[config.mk]
export PLATFORM = sky130hd
export DESIGN_NAME = preg_release_unit
export DESIGN_NICKNAME = d
export VERILOG_FILES = /design/src/rtl/preg_release_unit_pkg.sv /design/src/rtl/preg_release_unit_compact2.sv /design/src/rtl/preg_release_unit.sv
export SDC_FILE = /design/constraint.sdc
export NUM_CORES = 1
export LEC_CHECK = 0
export CAP_MARGIN = 20
export CORE_MARGIN = 5
export CORE_UTILIZATION = 48
export DETAILED_ROUTE_END_ITERATION = 10
export PLACE_DENSITY_LB_ADDON = 0.12
export SLEW_MARGIN = 30
export SYNTH_ARGS = -nofsm -noshare
export SYNTH_HDL_FRONTEND = slang
export SYNTH_HIERARCHICAL = 1
export SYNTH_SLANG_ARGS = --single-unit
[constraint.sdc]
create_clock -name clk -period 4.5 [get_ports clk]
set_clock_uncertainty 0.05 [all_clocks]
set_input_delay 0.675 -clock clk [delete_from_list [all_inputs] [get_ports clk]]
set_output_delay 0.675 -clock clk [all_outputs]
set_load 0.005 [all_outputs]
[src/rtl/preg_release_unit_pkg.sv]
// Shared constants and types for the physical-register release unit.
package preg_release_unit_pkg;

    localparam int unsigned ROB_SIZE  = 16;
    localparam int unsigned NUM_PREGS = 64;
    localparam int unsigned PREG_W    = $clog2(NUM_PREGS);
    localparam int unsigned IDX_W     = $clog2(ROB_SIZE);
    localparam int unsigned CNT_W     = 5;

    typedef enum logic [1:0] {StIdle, StWalk, StReturn} rel_state_t;

    // ROB_SIZE need not be a power of two, so wrap explicitly.
    function automatic logic [IDX_W-1:0] rob_wrap_inc(input logic [IDX_W-1:0] ptr,
                                                      input logic [1:0]       step);
        logic [IDX_W:0] sum;
        sum = {1'b0, ptr} + {{(IDX_W-1){1'b0}}, step};
        if (sum >= (IDX_W+1)'(ROB_SIZE)) begin
            sum = sum - (IDX_W+1)'(ROB_SIZE);
        end
        return sum[IDX_W-1:0];
    endfunction

endpackage

[src/rtl/preg_release_unit_compact2.sv]
// Two-slot qualify and compact: a slot qualifies when valid, writes rd, and preg != 0.
module preg_compact2
    import preg_release_unit_pkg::*;
(
    input  logic              valid_0,
    input  logic              has_rd_0,
    input  logic [PREG_W-1:0] preg_0,
    input  logic              valid_1,
    input  logic              has_rd_1,
    input  logic [PREG_W-1:0] preg_1,
    output logic              out_valid_0,
    output logic              out_valid_1,
    output logic [PREG_W-1:0] out_preg_0,
    output logic [PREG_W-1:0] out_preg_1,
    output logic [1:0]        count
);

    logic q0, q1;

    assign q0 = valid_0 && has_rd_0 && (preg_0 != '0);
    assign q1 = valid_1 && has_rd_1 && (preg_1 != '0);

    assign out_valid_0 = q0 | q1;
    assign out_valid_1 = q0 & q1;
    assign out_preg_0  = q0 ? preg_0 : (q1 ? preg_1 : '0);
    assign out_preg_1  = (q0 & q1) ? preg_1 : '0;
    assign count       = {q0 & q1, q0 ^ q1};

endmodule

[src/rtl/preg_release_unit.sv]
// Turns commit stale mappings into free pulses and gathers squashed pregs on flush for
// a single bulk return.
module preg_release_unit
    import preg_release_unit_pkg::*;
(
    input  logic                             clk,
    input  logic                             rst,
    input  logic                             commit_valid_0,
    input  logic                             commit_valid_1,
    input  logic                             commit_has_rd_0,
    input  logic                             commit_has_rd_1,
    input  logic [PREG_W-1:0]                commit_old_preg_0,
    input  logic [PREG_W-1:0]                commit_old_preg_1,
    input  logic                             flush_req,
    input  logic [IDX_W-1:0]                 flush_start,
    input  logic [CNT_W-1:0]                 flush_num,
    output logic [IDX_W-1:0]                 rob_rd_idx_0,
    output logic [IDX_W-1:0]                 rob_rd_idx_1,
    input  logic                             rob_rd_has_rd_0,
    input  logic                             rob_rd_has_rd_1,
    input  logic [PREG_W-1:0]                rob_rd_preg_0,
    input  logic [PREG_W-1:0]                rob_rd_preg_1,
    output logic                             free,
    output logic [PREG_W-1:0]                free_preg,
    output logic                             free_1,
    output logic [PREG_W-1:0]                free_preg_1,
    output logic                             flush_free_en,
    output logic [CNT_W-1:0]                 flush_free_count,
    output logic [ROB_SIZE-1:0][PREG_W-1:0]  flush_free_pregs,
    output logic                             busy
);

    rel_state_t                      state_q, state_d;
    logic [IDX_W-1:0]                ptr_q, ptr_d;
    logic [CNT_W-1:0]                rem_q, rem_d;
    logic [CNT_W-1:0]                cnt_q, cnt_d;
    logic [ROB_SIZE-1:0][PREG_W-1:0] gather_q, gather_d;

    logic              free_q, free_1_q;
    logic [PREG_W-1:0] free_preg_q, free_preg_1_q;

    logic              cm_v0, cm_v1;
    logic [PREG_W-1:0] cm_p0, cm_p1;
    logic [1:0]        cm_cnt;

    logic              wk_v0, wk_v1;
    logic [PREG_W-1:0] wk_p0, wk_p1;
    logic [1:0]        wk_cnt;
    logic              wk_slot1;
    logic [1:0]        wk_step;

    assign busy     = (state_q != StIdle);
    assign wk_slot1 = (state_q == StWalk) && (rem_q >= CNT_W'(2));
    assign wk_step  = wk_slot1 ? 2'd2 : 2'd1;

    // The ROB is frozen while busy, so commit inputs are dropped then.
    preg_compact2 u_commit_compact (
        .valid_0     (commit_valid_0 && !busy),
        .has_rd_0    (commit_has_rd_0),
        .preg_0      (commit_old_preg_0),
        .valid_1     (commit_valid_1 && !busy),
        .has_rd_1    (commit_has_rd_1),
        .preg_1      (commit_old_preg_1),
        .out_valid_0 (cm_v0),
        .out_valid_1 (cm_v1),
        .out_preg_0  (cm_p0),
        .out_preg_1  (cm_p1),
        .count       (cm_cnt)
    );

    preg_compact2 u_walk_compact (
        .valid_0     (state_q == StWalk),
        .has_rd_0    (rob_rd_has_rd_0),
        .preg_0      (rob_rd_preg_0),
        .valid_1     (wk_slot1),
        .has_rd_1    (rob_rd_has_rd_1),
        .preg_1      (rob_rd_preg_1),
        .out_valid_0 (wk_v0),
        .out_valid_1 (wk_v1),
        .out_preg_0  (wk_p0),
        .out_preg_1  (wk_p1),
        .count       (wk_cnt)
    );

    always_comb begin
        state_d          = state_q;
        ptr_d            = ptr_q;
        rem_d            = rem_q;
        cnt_d            = cnt_q;
        gather_d         = gather_q;
        rob_rd_idx_0     = '0;
        rob_rd_idx_1     = '0;
        flush_free_en    = 1'b0;
        flush_free_count = '0;
        flush_free_pregs = '0;
        unique case (state_q)
            StIdle: begin
                if (flush_req && (flush_num != '0)) begin
                    ptr_d   = flush_start;
                    rem_d   = flush_num;
                    cnt_d   = '0;
                    state_d = StWalk;
                end
            end
            StWalk: begin
                rob_rd_idx_0 = ptr_q;
                rob_rd_idx_1 = rob_wrap_inc(ptr_q, 2'd1);
                for (int i = 0; i < ROB_SIZE; i++) begin
                    if (wk_v0 && (CNT_W'(i) == cnt_q)) gather_d[i] = wk_p0;
                    if (wk_v1 && (CNT_W'(i) == cnt_q + CNT_W'(1))) gather_d[i] = wk_p1;
                end
                cnt_d = cnt_q + {3'b0, wk_cnt};
                ptr_d = rob_wrap_inc(ptr_q, wk_step);
                rem_d = rem_q - {3'b0, wk_step};
                if (rem_d == '0) begin
                    state_d = (cnt_d != '0) ? StReturn : StIdle;
                end
            end
            StReturn: begin
                flush_free_en    = 1'b1;
                flush_free_count = cnt_q;
                for (int i = 0; i < ROB_SIZE; i++) begin
                    if (CNT_W'(i) < cnt_q) flush_free_pregs[i] = gather_q[i];
                end
                state_d = StIdle;
            end
            default: state_d = StIdle;
        endcase
    end

    always_ff @(posedge clk) begin
        if (rst) begin
            state_q       <= StIdle;
            ptr_q         <= '0;
            rem_q         <= '0;
            cnt_q         <= '0;
            gather_q      <= '0;
            free_q        <= 1'b0;
            free_1_q      <= 1'b0;
            free_preg_q   <= '0;
            free_preg_1_q <= '0;
        end else begin
            state_q       <= state_d;
            ptr_q         <= ptr_d;
            rem_q         <= rem_d;
            cnt_q         <= cnt_d;
            gather_q      <= gather_d;
            free_q        <= cm_v0;
            free_1_q      <= cm_v1;
            free_preg_q   <= cm_p0;
            free_preg_1_q <= cm_p1;
        end
    end

    assign free        = free_q;
    assign free_1      = free_1_q;
    assign free_preg   = free_preg_q;
    assign free_preg_1 = free_preg_1_q;

endmodule

==> results.md, run 1 <==
- Hold Path Origin: gather_q[29]
- Crit start category: flop
- Post-Layout Cell Count: 1312
- Largest net degree at the start of global routing: 87
- DRT Wirelength: around 23000 um
- Vias in the first global route: 6854
- Total gr overflow: 0
- FMAX: around 270 MHz
- TritonCTS Buffers: 17
- H-tree lvl count: 4
- Post-Syn Area: 7690 sq um
- Post-CTS Setup Bufs: 0
- Syn Inst Count: 944
- Hold path cells: 2
- Die width: 137 um
- All-Layer GR Usage: about a quarter
- Cell count of the worst reg-to-reg path: 11
- MaxCap Viol Count: 0
- Synthesized area per cell: 8.14 sq um
- 1st-pass router iterations: 5
- Syn Nets: 1002
- DRC errors left: 0
- Initial Util: 48.7%
- Critical Path RT: 3.77 ns
- Unrepaired setup endpoints after global routing: no
- Max_slew headroom: approximately a third
- Final period utilization: 82.5%
- Root Buffer: clkbuf_16
- I/O Pins: between 150 and 200
- # setup viols final: 0
- Fin nets: 1141
- Post-DR vias/cell: between 5 and 6
- Setup TNS: 0 ns
- Critical path arrival: 2.99 ns
- GP Congestion: between 0.8 and 0.9
- R2R Path Start: rem_q[2]
- Die height: around 140 um
- Max clock buf depth: 2
- First-pass GRT wire length: 36600 um
- HPWL Detailed: ~16000 um
- Average wire per standard cell: 17.7 um
- # clock sinks: 126
- Initial DRC count: 493
- CP endpoint kind: output pin
- Placed insts: around 1300
- CTS tree: built
- Clock latency on the worst-skew pair: 0.42 ns
- Worst-path maximum fanout: 23
- Crit Path Category: reg -> out
- Clk pin slew, worst setup/hold paths: 0.06 ns
- Port Buf Inserts: between 150 and 200
- Final Max Tran Viols: 0
- Critical path origin: cnt_q[1]
- Post-cts gate resize count: 0
- Via count: around 7400
- Synth warn: 6
- Ant diodes: 0
- Number of routed nets with antenna violations: 0
- Worst hold path type: reg -> reg
- Area grow syn2layout: 31.9%
- Worst slack, placed: 0.723 ns
- Worst Setup Slack, final: just under 0.8 ns
- Initial antenna violation count: 0
- Slew of the pin with the lowest slew margin: 0.989 ns
- Std cell rows: 46
- Min Tclk post-route: 3.71 ns
- Die area: 18600 sq um
- Share of layout cells above drive strength 1: 9.31%
- Core area: 15800 sq um
- Fin. Hold Viols: 0
- Pwr per Cell Area: between 400 and 500 nW/um^2
- Status: completed
- LEAKAGE: 3.60 nW
- Hold buffer count at CTS: 0
- Peak VDD IR: 256 uV
## registers in the layout, indices dropped and copies added, names as in the netlist
| name | cells |
|---|---|
| free_1 | 1 |
| rem_q | 5 |
| cnt_q | 5 |
| free_preg | 6 |
| ptr_q | 4 |
| gather_q | 96 |
| state_q | 2 |
| free | 1 |
| free_preg_1 | 6 |
## final cells by class
class / count / area, sq um
Multi-Input combinational cell: 715 / 4770
Timing Repair Buffer: 193 / 1860
Tap cell: 216 / 270
Clock buffer: 20 / 467
Clock inverter: 12 / 136
Inverter: 30 / 113
Sequential cell: 126 / 2520
Fill cell: 1428 / 5630
## worst max-delay path, cell delays in order (launching register included)
cell and delay (ns):
dfxtp_1 0.96, nor2_1 0.18, a211oi_1 0.68, and2_1 0.23, clkdlybuf4s50_1 0.50
## per-stage QoR
step	hold WS (ns)	power (W)	util, %	instance area (sq um)
after global routing	0.463	0.00430	64.3	10100
after floorplan	0.416	0.00226	-	7690
after detailed placement	0.437	0.00269	60.4	9520
after CTS	0.445	0.00407	64.2	10100
final	0.442	0.00408	64.3	10100
after global placement	0.430	0.00267	60.4	9520
## power breakdown
group          switching (W)  leakage, nW  internal [W]  total [W]
combinational       0.000832         2.29      0.000570    0.00140
sequential         0.0000831         1.02       0.00120    0.00128
clock               0.000533        0.289      0.000861    0.00139
## worst paths after layout
kind | end | slack (ns)
hold / removal | gather_q[29] | 0.44
setup / recovery | flush_free_pregs[57] | 0.79
hold reg to reg | gather_q[29] | 0.44
setup reg to reg | gather_q[53] | 0.92
## metal layers
| layer | wire length [um] | part of all wire, % | track usage (%) | up-vias |
|---|---|---|---|---|
| met2 | 10700 | 46 | 39.4 | 285 |
| met5 | 0 | 0 | 0 | - |
| met3 | 2040 | 8.8 | 6.73 | 27 |
| li1 | - | - | - | 3644 |
| met4 | 293 | 1.3 | 7.33 | 0 |
| met1 | 10200 | 44 | 33.4 | 3445 |
## layout by cell type, fill, tap and decap left out, drive strengths merged, types with 4 or more instances in the layout
master / n
nor2: 120
mux2i: 62
or2: 4
inv: 30
clkbuf: 20
clkinv: 7
o32ai: 4
nand3: 41
ha: 13
nor2b: 17
nand2: 75
a311oi: 39
buf: 28
nand2b: 5
and3: 8
a31oi: 4
xnor2: 4
o21ai: 30
clkdlybuf4s50: 165
and2: 114
nand4bb: 4
a21oi: 46
a32o: 5
o22ai: 6
a211oi: 47
nor3: 6
dfxtp: 126
nor4b: 4
o31ai: 9
o21a: 4
nand4b: 4
Note: power is estimated with default switching activity, not from simulation.
==> run 2: changes to the inputs <==
- CORE_UTILIZATION: 48 -> 47
- clock period: 4.5 -> 3.4 ns (I/O delays scaled with it)
==> results.md, run 2 (synthesis gave the netlist of run 1 again) <==
- Commonest non-fill, non-tap cells in the layout: clkdlybuf4s50_1 (165), dfxtp_1 (125), nor2_1 (115)
- Met3 usage: 6.97% (+0.24 points)
- Port Buf Inserts: 166 (unchanged)
- Critical path origin: rem_q[3]
- Clk pin slew, worst setup/hold paths: 0.05 ns (about the same)
- Power, Total: 0.00553 W (+36%)
- MaxCap Viol Count: 0 (unchanged)
- Die area: 19000 sq um (+2.0%)
- Met1 Use GR: 33.9% (+0.47 points)
- Critical Path RT: 3.68 ns (-0.09 ns)
- Final period utilization: 94.9%
- 1st-pass router iterations: 6 (+1)
- Combinational share of power: 36.3% (+1.9 points)
- Area grow syn2layout: 34.9%
- # clock sinks: 126 (unchanged)
- Initial Util: 48.2% (-0.53 points)
- Total gr overflow: 0 (unchanged)
- Share of layout cells above drive strength 1: 11.5% (+2.2 points)
- TritonCTS Buffers: 17 (unchanged)
- CTS tree: built
- Max clock buf depth: 2 (unchanged)
- Worst slack, placed: -0.160 ns (-0.882 ns)
- Number of flip-flops in the largest register: 96 (unchanged)
- CP endpoint kind: flop
- Min Tclk post-route: roughly 3.2 ns
- Crit Path Category: reg -> reg
- Placed insts: 1304 (+1.9%)
- FF/Latch Area: 2520 sq um (about the same)
- Switching portion of total power: 34.7% (-0.84 points)
- GP Congestion: 0.871 (+3.8%)
- Fin. Hold Viols: 0 (unchanged)
- Max_slew headroom: 36.2% (+2.1 points)
- Root Buffer: clkbuf_16
- P_sw: 0.00192 W (+32%)
- Multi-input logic area: 4810 sq um (+0.87%)
- # setup viols final: 0 (unchanged)
- FMAX: 310 MHz
- Average wire per standard cell: 18.0 um (+1.8%)
- Std cell rows: 46 (unchanged)
- DRC errors left: 0 (unchanged)
- Worst-path maximum fanout: 12 (-48%)
- Worst Setup Slack, final: 0.173 ns (-0.615 ns)
- First-pass GRT wire length: 37900 um (+3.5%)
- Largest net degree at the start of global routing: 60 (-31%)
- Worst hold path type: reg -> reg
- Status: completed
- Via count: 7631 (+3.1%)
- H-tree lvl count: 4 (unchanged)
- Post-cts gate resize count: 0 (unchanged)
- Reg2reg end: gather_q[51]
- M2 GR Usage: 39.9% (+0.51 points)
- Fin nets: 1165 (+2.1%)
- LEAKAGE: 3.72 nW (+3.6%)
- Initial antenna violation count: 0 (unchanged)
- P_int: 0.00361 W (+37%)
- Unrepaired setup endpoints after global routing: yes
- All-Layer GR Usage: 25.2% (+0.33 points)
- Hold path cells: 2 (unchanged)
- # fillers: 1422 (-0.42%)
- Peak VDD IR: 328 uV (+28%)
- Core area: 15900 sq um (+1.1%)
- Initial DRC count: 727 (+47%)
- R2R Path Start: rem_q[3]
- Post-CTS Setup Bufs: 0 (unchanged)
- Post-Layout Cell Count: 1335 (+1.8%)
- Clock latency on the worst-skew pair: 0.42 ns (about the same)
- Final Max Tran Viols: 0 (unchanged)
- Sequential share of power: 30.5% (-0.9 points)
- Reg with most FFs: gather_q
- Pwr per Cell Area: 533 nW/um^2 (+33%)
- DRT Wirelength: 24100 um (+3.6%)
- I/O Pins: 167 (unchanged)
- Ant diodes: 0 (unchanged)
- Cell count of the worst reg-to-reg path: 12 (+1)
- Die width: 138 um (+0.98%)
- Part of the power in the clock network: 33.2% (-1.0 points)
- Critical Path End: gather_q[51]
- Die height: 138 um (+0.98%)
- Post-DR vias/cell: 5.72 (+1.3%)
- R2R Setup Slk: 0.17 ns (-0.75 ns)
- Grt peak-use layer: met2
- Most common cell after layout, fill and taps aside: clkdlybuf4s50_1
- Vias in the first global route: 7150 (+4.3%)
- HPWL Detailed: 16500 um (+3.5%)
- Slew of the pin with the lowest slew margin: 0.957 ns (-0.0317 ns)
- Crit start category: flop
- WHS: 0.441 ns (-0.00127 ns)
- Critical path arrival: 3.51 ns (+0.52 ns)
- Number of routed nets with antenna violations: 0 (unchanged)
- Setup TNS: 0 ns (unchanged)
- Hold buffer count at CTS: 0 (unchanged)
run 2: cell types whose count changed in the layout (fill, tap and decap cells not counted), sizes merged:
cell / delta
clkinv: -4
inv: -1
buf: +24
clkinvlp: -2
clkbuf: +6
run 2: per-stage QoR:
stage / util, % / area [sq um]
floorplan: - / 7700
detailed placement: 61.0 / 9720
global route: 65.0 / 10400
global placement: 61.0 / 9720
CTS: 64.7 / 10300
finish: 65.0 / 10400
run 2: worst min path at each step:
stage | startpoint | endpoint | slack (ns)
6_report | gather_q[25] | gather_q[25] | 0.44
4_1_cts | gather_q[9] | gather_q[9] | 0.44
3_5_place_dp | gather_q[9] | gather_q[9] | 0.44
5_1_grt | gather_q[43] | gather_q[43] | 0.45
2_1_floorplan | rem_q[4] | rem_q[4] | 0.42
3_3_place_gp | gather_q[31] | gather_q[31] | 0.43
run 2: per-layer routing:
metal	up-vias	wire length (um)
met5	-	0
met4	0	452
met3	50	2070
met2	329	11000
met1	3577	10600
li1	3675	-
run 2: cell type report:
| type | count | area share, % |
|---|---|---|
| Timing Repair Buffer | 217 | 19.8 |
| Tap cell | 216 | 2.61 |
| Clock buffer | 26 | 5.01 |
| Multi-Input combinational cell | 715 | 46.4 |
| Sequential cell | 126 | 24.3 |
| Clock inverter | 5 | 0.748 |
| Inverter | 30 | 1.09 |
run 2: worst max-delay path, cell delays in order, from the launching register on:
cell,delay [ns]
dfxtp_1,0.42
nor3_1,0.08
a21o_1,0.21
inv_1,0.08
nand2_1,0.08
a31oi_2,0.24
inv_1,0.07
ha_1,0.18
inv_1,0.08
or4bb_1,0.54
o22ai_1,0.74
nor2_1,0.10
a211oi_1,0.25
run 2: power groups by stage:
stage	logic, W	clock network [W]	registers, W
after global routing	0.00220	0.00191	0.00170
after detailed placement	0.00195	0	0.00171
final	0.00201	0.00184	0.00169
after CTS	0.00196	0.00184	0.00168
after floorplan	0.00132	0	0.00168
after global placement	0.00193	0	0.00171
==> run 3: changes to the inputs <==
- ABC_AREA: default -> 0
- CORE_MARGIN: 5 -> default
- MAX_ROUTING_LAYER: default -> met4
==> results.md, run 3 (synthesis gave the netlist of run 1 again) <==
- Critical path arrival: 3.49 ns (-0.02 ns)
- Worst Path Buf+Inv: 3 (unchanged)
- Status: completed
- Clock latency on the worst-skew pair: 0.43 ns (about the same)
- Total gr overflow: 0 (unchanged)
- Worst hold path type: reg -> reg
- Util after Layout: 65.2% (+0.20 points)
- CTS tree: built
- Std cell rows: 46 (unchanged)
- Share of layout cells above drive strength 1: 12.1% (+0.57 points)
- Vias in the first global route: 7025 (-1.7%)
- I/O Pins: 167 (unchanged)
- Commonest non-fill, non-tap cells in the layout: clkdlybuf4s50_1 (165), dfxtp_1 (123), nor2_1 (115)
- Root Buffer: clkbuf_16
- Critical Path RT: 3.69 ns (about the same)
- R2R Path Start: rem_q[2]
- Ant diodes: 0 (unchanged)
- # fillers: 1385 (-2.6%)
- All-Layer GR Usage: 29.8% (+4.6 points)
- DRC errors left: 0 (unchanged)
- Slew of the pin with the lowest slew margin: 1.01 ns (+0.0480 ns)
- Crit path max-delay family: compound AO/OA/AOI/OAI gates
- GP Congestion: 0.915 (+5.1%)
- Peak VDD IR: 344 uV (+4.9%)
- Reg2reg end: gather_q[44]
- Placed insts: 1303 (-0.077%)
- Die height: 130 um (-5.8%)
- Die width: 130 um (-5.8%)
- Crit-path most repeated cell: buf_4
- Die area: 16900 sq um (-11%)
- Initial DRC count: 681 (-6.3%)
- H-tree lvl count: 4 (unchanged)
- Crit path cell chain: nor3_1, a21o_1, inv_1, nand2_1, a31oi_2, ha_1, buf_4, buf_4, nand4bb_1, o22ai_1, nor2_1, a311oi_1
- DRT Wirelength: 23500 um (-2.4%)
- Initial Util: 48.2% (unchanged)
- Number of flip-flops in the largest register: 96 (unchanged)
- Min Tclk post-route: 3.20 ns (-0.0260 ns)
- Max clock buf depth: 2 (unchanged)
- Hold buffer count at CTS: 0 (unchanged)
- Fin nets: 1169 (+0.34%)
- Fin. Hold Viols: 0 (unchanged)
- Cell count of the worst reg-to-reg path: 12 (unchanged)
- Initial antenna violation count: 0 (unchanged)
- Port Buf Inserts: 166 (unchanged)
- Reg with most FFs: gather_q
- Most common cell after layout, fill and taps aside: clkdlybuf4s50_1
- Number of routed nets with antenna violations: 0 (unchanged)
- TritonCTS Buffers: 17 (unchanged)
- Unrepaired setup endpoints after global routing: no
- R2R Setup Slk: 0.20 ns (+0.03 ns)
- Setup TNS: 0 ns (unchanged)
- Post-Layout Cell Count: 1340 (+0.37%)
- Clk pin slew, worst setup/hold paths: 0.06 ns (about the same)
- # clock sinks: 126 (unchanged)
- Crit start category: flop
- FF/Latch Area: 2530 sq um (about the same)
- Max_slew headroom: 33.0% (-3.2 points)
- Core area: 15900 sq um (unchanged)
- Stages on the worst setup path: 12 (unchanged)
- Pwr per Cell Area: 527 nW/um^2 (-1.1%)
- Critical path origin: rem_q[2]
- # setup viols final: 0 (unchanged)
- Final period utilization: 94.1% (-0.76 points)
- Largest net degree at the start of global routing: 62 (+3.3%)
- Average wire per standard cell: 17.5 um (-2.7%)
- Critical Path End: gather_q[44]
- Post-DR vias/cell: 5.67 (-0.78%)
- Max incr delay on CP: 0.81 ns (+0.07 ns)
- Area grow syn2layout: 35.3%
- Slowest CP cell: o22ai_1
- Via count: 7600 (-0.41%)
- MaxCap Viol Count: 0 (unchanged)
- WHS: 0.439 ns (-0.00189 ns)
- Multi-input logic area: 4800 sq um (-0.18%)
- Final Max Tran Viols: 0 (unchanged)
- Crit Path Category: reg -> reg
- Worst slack, placed: -0.120 ns (+0.0399 ns)
- Worst-path maximum fanout: 12 (unchanged)
- 1st-pass router iterations: 5 (-1)
- LEAKAGE: 3.74 nW (+0.29%)
- CP endpoint kind: flop
- FMAX: 312 MHz (+0.81%)
- Worst Setup Slack, final: 0.199 ns (+0.0260 ns)
- First-pass GRT wire length: 37300 um (-1.4%)
- HPWL Detailed: 16100 um (-2.3%)
## run 3: report_power, final
group | switching, W | internal, W
Sequential | 0.000112 | 0.00159
Combinational | 0.00114 | 0.000846
Clock | 0.000707 | 0.00109
## run 3: layout make-up
cell class,instances,area share (%)
multi-input cells,715,46.2
flip-flops and latches,126,24.3
repair buffers,221,20.3
clock buffers,18,4.22
well taps,216,2.60
clock inverters,14,1.38
inverters,30,1.08
## run 3: through the flow
| stage | total power (W) | area (sq um) |
|---|---|---|
| 2_1_floorplan | 0.00300 | 7700 |
| 3_3_place_gp | 0.00364 | 9740 |
| 3_5_place_dp | 0.00367 | 9740 |
| 4_1_cts | 0.00547 | 10300 |
| 5_1_grt | 0.00578 | 10400 |
| 6_report | 0.00548 | 10400 |
## run 3: worst min-delay path by stage
stage | startpoint | endpoint | slack (ns) | cells past startpoint
3_3_place_gp | gather_q[95] | gather_q[95] | 0.43 | 2
2_1_floorplan | rem_q[4] | rem_q[4] | 0.42 | 2
6_report | gather_q[46] | gather_q[46] | 0.44 | 2
4_1_cts | gather_q[46] | gather_q[46] | 0.44 | 2
3_5_place_dp | gather_q[46] | gather_q[46] | 0.44 | 2
5_1_grt | gather_q[59] | gather_q[59] | 0.46 | 2
## run 3: per-layer routing
layer  wire, um  track usage, %  vias to the layer above
met5          0               -                        -
met4        384            9.92                        0
met3       1900            7.67                       40
met2      10800            45.7                      351
met1      10400            38.2                     3520
li1           -               -                     3689
## run 3: what timing repair did
item	4_1_cts	5_1_grt
cloned	0	0
pin swaps	0	1
endpoints found under the setup margin	5	80
gates resized for setup	2	5
buffers inserted	0	4
## run 3: worst min-delay path, stage by stage, from the launching register on
cell and delay, ns:
dfxtp_1 0.30, nor2_1 0.09, a311oi_1 0.05
